File: config.mk
export PLATFORM = sky130hd
export DESIGN_NAME = tdc_pulse_counter
export DESIGN_NICKNAME = d
export VERILOG_FILES = /design/src/rtl/tdc_pulse_counter.sv
export SDC_FILE = /design/constraint.sdc
export NUM_CORES = 1
export LEC_CHECK = 0
export BUFFER_PORTS_ARGS = -buffer_cell sky130_fd_sc_hd__buf_4
export CORE_MARGIN = 5
export CORE_UTILIZATION = 45
export CTS_CLUSTER_SIZE = 14
export DETAILED_ROUTE_END_ITERATION = 8
export GPL_TIMING_DRIVEN = 0
export PLACE_DENSITY = 0.67
export SETUP_SLACK_MARGIN = 0.1
export SLEW_MARGIN = 0
export SYNTH_ARGS = -nofsm -noshare
export SYNTH_HDL_FRONTEND = slang
export SYNTH_SLANG_ARGS = --single-unit
File: constraint.sdc
create_clock -name i_clk -period 2.7 [get_ports i_clk]
set_input_delay 0.54 -clock i_clk [delete_from_list [all_inputs] [get_ports i_clk]]
set_output_delay 0.54 -clock i_clk [all_outputs]
set_load 0.1 [all_outputs]
File: src/rtl/tdc_pulse_counter.sv
// tdc_pulse_counter: gates a ring oscillator on and off and counts its rising
// edges between a start request and a stop request.
//
// Handshake: o_valid is held high in DONE together with stable o_count and
// o_overflow. The result is consumed on a rising i_clk edge where
// o_valid && i_ready. o_valid drops in the cycle after that edge. o_valid does
// not depend on i_ready.
//
// i_pulse is asynchronous. It passes through SYNC_STAGES flops (minimum 2).
// A history flop then tracks the last stage every cycle, so edge detection is
// always primed with the oscillator's real level. The oscillator is reset
// outside ARM/RUN, so that level is normally low.
module tdc_pulse_counter #(
  parameter int COUNT_WIDTH = 16,
  parameter int SYNC_STAGES = 2
) (
  input  logic                   i_clk,
  input  logic                   i_nreset,
  input  logic                   i_start,
  input  logic                   i_stop,
  input  logic                   i_pulse,
  input  logic                   i_ready,
  output logic                   o_osc_nreset,
  output logic                   o_osc_start,
  output logic [COUNT_WIDTH-1:0] o_count,
  output logic                   o_overflow,
  output logic                   o_valid,
  output logic                   o_busy,
  output logic [1:0]             o_state
);

  typedef enum logic [1:0] {
    S_IDLE = 2'd0,
    S_ARM  = 2'd1,
    S_RUN  = 2'd2,
    S_DONE = 2'd3
  } state_t;

  localparam logic [COUNT_WIDTH-1:0] COUNT_MAX = '1;

  state_t                 state;
  logic [SYNC_STAGES-1:0] sync_q;
  logic                   hist_q;
  logic                   pulse_edge;

  // Synchronizer chain plus history flop; both run in every state.
  always_ff @(posedge i_clk or negedge i_nreset) begin
    if (!i_nreset) begin
      sync_q <= '0;
      hist_q <= 1'b0;
    end else begin
      sync_q <= {sync_q[SYNC_STAGES-2:0], i_pulse};
      hist_q <= sync_q[SYNC_STAGES-1];
    end
  end

  assign pulse_edge = sync_q[SYNC_STAGES-1] & ~hist_q;

  // Measurement FSM.
  // The oscillator controls and o_valid are registered from the next state.
  // This keeps them glitch-free and aligned with the state register.
  always_ff @(posedge i_clk or negedge i_nreset) begin
    if (!i_nreset) begin
      state        <= S_IDLE;
      o_osc_nreset <= 1'b0;
      o_osc_start  <= 1'b0;
      o_count      <= '0;
      o_overflow   <= 1'b0;
      o_valid      <= 1'b0;
    end else begin
      case (state)
        S_IDLE: begin
          // Start wins over a simultaneous stop; stop alone is ignored here.
          if (i_start) begin
            state        <= S_ARM;
            o_osc_nreset <= 1'b1;
            o_osc_start  <= 1'b0;
            o_count      <= '0;
            o_overflow   <= 1'b0;
          end
        end
        S_ARM: begin
          // Oscillator leaves reset one cycle before it is enabled.
          state       <= S_RUN;
          o_osc_start <= 1'b1;
        end
        S_RUN: begin
          // The edge seen in the same cycle as i_stop is still counted.
          if (pulse_edge) begin
            if (o_count == COUNT_MAX) begin
              o_overflow <= 1'b1;
            end else begin
              o_count <= o_count + 1'b1;
            end
          end
          // Edges still inside the synchronizer are dropped once RUN ends.
          if (i_stop) begin
            state        <= S_DONE;
            o_osc_nreset <= 1'b0;
            o_osc_start  <= 1'b0;
            o_valid      <= 1'b1;
          end
        end
        S_DONE: begin
          // Hold the result until it is accepted; i_start is ignored here.
          if (i_ready) begin
            state   <= S_IDLE;
            o_valid <= 1'b0;
          end
        end
        default: begin
          state        <= S_IDLE;
          o_osc_nreset <= 1'b0;
          o_osc_start  <= 1'b0;
          o_valid      <= 1'b0;
        end
      endcase
    end
  end

  assign o_busy  = (state != S_IDLE);
  assign o_state = state;

endmodule

==> impl_metrics.json <==
{
  "outcome": "finished clean",
  "clock_tree.buffer_depth": 2,
  "grt_first_pass_wirelength_um": 6140,
  "gr-total-overflow": 0,
  "synth-seq-area-share": 0.434,
  "route.antenna.remaining_nets": 0,
  "layout_min_cycle_time_ns": 2.26,
  "power_per_cell_area_mw_per_mm2": 1220,
  "first_global_vias": 1354,
  "max_clock_freq_mhz": 443,
  "worst_hold_slack_ns": 0.0860,
  "fp.dieH_um": 66.6,
  "syn2layout_area_growth_pct": 20.3,
  "detailroute.via_count": 1320,
  "rsz0062_at_grt": "no",
  "grt_max_degree": 26,
  "wirelength_um": 3480,
  "synthTopCellsByArea": "sky130_fd_sc_hd__dfrtp_1 43%, sky130_fd_sc_hd__ha_1 5.2%, sky130_fd_sc_hd__a21oi_1 4.2%",
  "synthDominantCellAreaShare": 0.434,
  "insertion_delay_ns": 0.33,
  "clock_sink_count": 25,
  "fin_nets": 197,
  "holdBufCountCts": 0,
  "combinational_share_of_power": 0.660,
  "power.static_leakage_nw": 0.784,
  "post_synth.cell_area_avg_um2": 9.49,
  "maxSlewHeadroom": 0.575,
  "async_reset_ff_frac": 1.00,
  "detailedPlace.worstSlack_ns": 0.470,
  "highest_count_cells_in_the_layout_ignoring_fill_and_taps": "28 x sky130_fd_sc_hd__buf_4, 25 x sky130_fd_sc_hd__dfrtp_1, 12 x sky130_fd_sc_hd__a21oi_1",
  "clock-root-buffer": "sky130_fd_sc_hd__clkbuf_4",
  "synth_cell_types": 41,
  "max_slew.worst_pin.slew_ns": 0.632,
  "worst_ep_required_time_ns": 2.95,
  "yosys.area_share.adder": 0.0520,
  "drtPass1Iterations": 4,
  "final_critical_path_setup_slack_ns": 0.445,
  "antenna_found_initial": 0,
  "main_combinational_cell_family_by_area_after_synthesis": "simple AND/OR/NAND/NOR gates",
  "fin_worst_skew_ns": 0.00897,
  "crit_path_end_kind": "flop",
  "detail_route.drc_violations": 0,
  "placementRows": 20,
  "netlist_area_mm2": 0.00144,
  "area_of_the_die_mm2": 0.00444,
  "layout.cells.most_common": "sky130_fd_sc_hd__buf_4",
  "synth_xor_area_frac": 0,
  "synth_compound_gate_area_share": 0.210,
  "num_antenna_cells": 0,
  "ir_drop_mv": 0.672,
  "regToRegSetupSlack_ns": 0.44,
  "floorplan.core_area_mm2": 0.00305,
  "netlist.top_cell.by_area": "sky130_fd_sc_hd__dfrtp_1",
  "synth-seq-cells": 25,
  "post_cts.resized_instances": 0,
  "setup_viol": 0,
  "grt_use_total": 0.179,
  "synth_edf_count": 0,
  "worst_setup_hold_path_clk_slew_ns": 0.14,
  "sequential_share_of_power": 0.260,
  "max_slew_violation_count": 0,
  "place.detailed.hpwl_um": 2560,
  "synth_cells": 152,
  "place.gp.congestion": 0.854,
  "finalSetupTns_ns": 0,
  "most_used_dff_post_synth": "sky130_fd_sc_hd__dfrtp_1",
  "synth-warning-count": 0,
  "mappedNetlistNets": 164,
  "hold_path.class": "input port to async pin",
  "initial_core_utilization": 0.473,
  "min_period_over_period": 0.835,
  "dieWidth_um": 66.6,
  "critical_path_arrival_ns": 2.50,
  "number_of_port_buffers": 28,
  "swShare": 0.600,
  "ios": 29,
  "initialDrtViolationCount": 141,
  "critical_path_class": "flop to flop",
  "cts_made_buffers": 3,
  "avgRoutedWirePerCell_um": 15.3,
  "report.final.hold_viol_count": 0,
  "average_vias_per_placed_instance": 5.79,
  "power_frac_clock": 0.080,
  "maxCapViolations": 0,
  "post_route_cells_drive_above_1_share": 0.239,
  "tritoncts": "done",
  "power_report.internal_total_uw": 845,
  "post_synth_mux_area_share": 0.0295,
  "synth_simple_gate_area_frac": 0.222,
  "p_sw_mw": 1.27,
  "cts_setup_buffers": 0,
  "cts_htree_levels": 1,
  "crit_fanout": 10,
  "startpoint_type": "flop"
}
[kinds of logic after synthesis]
kind of cell	after synthesis
buf+inv	18
fa+ha+maj	6
simple gates	55
compound gates	44
flops	25
mux	4
[worst max-delay path: stages, from the launching register on]
cell	delay, ns
sky130_fd_sc_hd__dfrtp_1	0.47
sky130_fd_sc_hd__inv_1	0.09
sky130_fd_sc_hd__ha_1	0.26
sky130_fd_sc_hd__nor2b_1	0.21
sky130_fd_sc_hd__a211oi_1	0.47
sky130_fd_sc_hd__buf_2	0.34
sky130_fd_sc_hd__nand3_1	0.14
sky130_fd_sc_hd__o22ai_1	0.20
[per-layer routing]
metal,vias up,GRT usage,share of wire
li1,650,-,-
met1,624,0.245,0.48
met2,41,0.272,0.46
met3,5,0.0270,0.052
met4,0,0.0863,0.014
met5,-,0,0
[registers in the layout, summed over array words and instances, names as in the netlist]
name,cells
o_count,16
hist_q,1
o_osc_start,1
o_overflow,1
sync_q,2
o_osc_nreset,1
o_valid,1
o_state,2
[metrics by stage]
step                      instances   util  total power, mW  cell area [um2]
after floorplan                 152      -             1.63             1440
after global placement          224  0.559             1.93             1710
after detailed placement        224  0.559             1.95             1710
after CTS                       228  0.568             2.12             1740
after global routing            228  0.568             2.24             1740
final                           228  0.568             2.11             1740
[cell type report]
type                    instances  area, um2
fillers                       283       1320
plain buffers                  10       46.3
inverters                       8       30.0
repair buffers                 28        210
multi-input cells             109        741
clock buffers                   3       22.5
well taps                      44       55.1
clock inverters                 1       5.00
flip-flops and latches         25        626
[worst paths after layout]
path                                              from                      to  cells past startpoint
worst max register to register  o_state[0]$_DFFE_PN0P_  o_count[1]$_DFFE_PN0P_                      7
worst min register to register     sync_q[0]$_DFF_PN0_     sync_q[1]$_DFF_PN0_                      0
max in group asynchronous                     i_nreset  o_count[1]$_DFFE_PN0P_                      1
min in group i_clk                             i_pulse     sync_q[0]$_DFF_PN0_                      1
worst min-delay path                          i_nreset  o_count[9]$_DFFE_PN0P_                      1
worst max-delay path            o_state[0]$_DFFE_PN0P_  o_count[1]$_DFFE_PN0P_                      7
[cells in the mapped netlist (3+ instances only)]
cell type,instances
sky130_fd_sc_hd__a211oi_1,3
sky130_fd_sc_hd__clkbuf_1,3
sky130_fd_sc_hd__nor2_1,6
sky130_fd_sc_hd__nor4_1,4
sky130_fd_sc_hd__nor2b_1,3
sky130_fd_sc_hd__a21oi_1,12
sky130_fd_sc_hd__nand2_1,10
sky130_fd_sc_hd__o21ai_0,6
sky130_fd_sc_hd__buf_2,7
sky130_fd_sc_hd__a31oi_1,3
sky130_fd_sc_hd__nand3_1,10
sky130_fd_sc_hd__ha_1,6
sky130_fd_sc_hd__dfrtp_1,25
sky130_fd_sc_hd__inv_1,8
sky130_fd_sc_hd__o311ai_0,3
sky130_fd_sc_hd__nor3_1,4
sky130_fd_sc_hd__a41oi_1,3
sky130_fd_sc_hd__or4_1,3
sky130_fd_sc_hd__nand2b_1,4
[power by group through the flow]
| stage | sequential, mW | clock (mW) | combinational, mW |
|---|---|---|---|
| 6_report | 0.550 | 0.169 | 1.39 |
| 5_1_grt | 0.567 | 0.196 | 1.48 |
| 4_1_cts | 0.550 | 0.177 | 1.40 |
| 3_5_place_dp | 0.557 | 0 | 1.40 |
| 3_3_place_gp | 0.552 | 0 | 1.38 |
| 2_1_floorplan | 1.09 | 0 | 0.541 |
No activity file was read; power rests on OpenSTA's default activity.
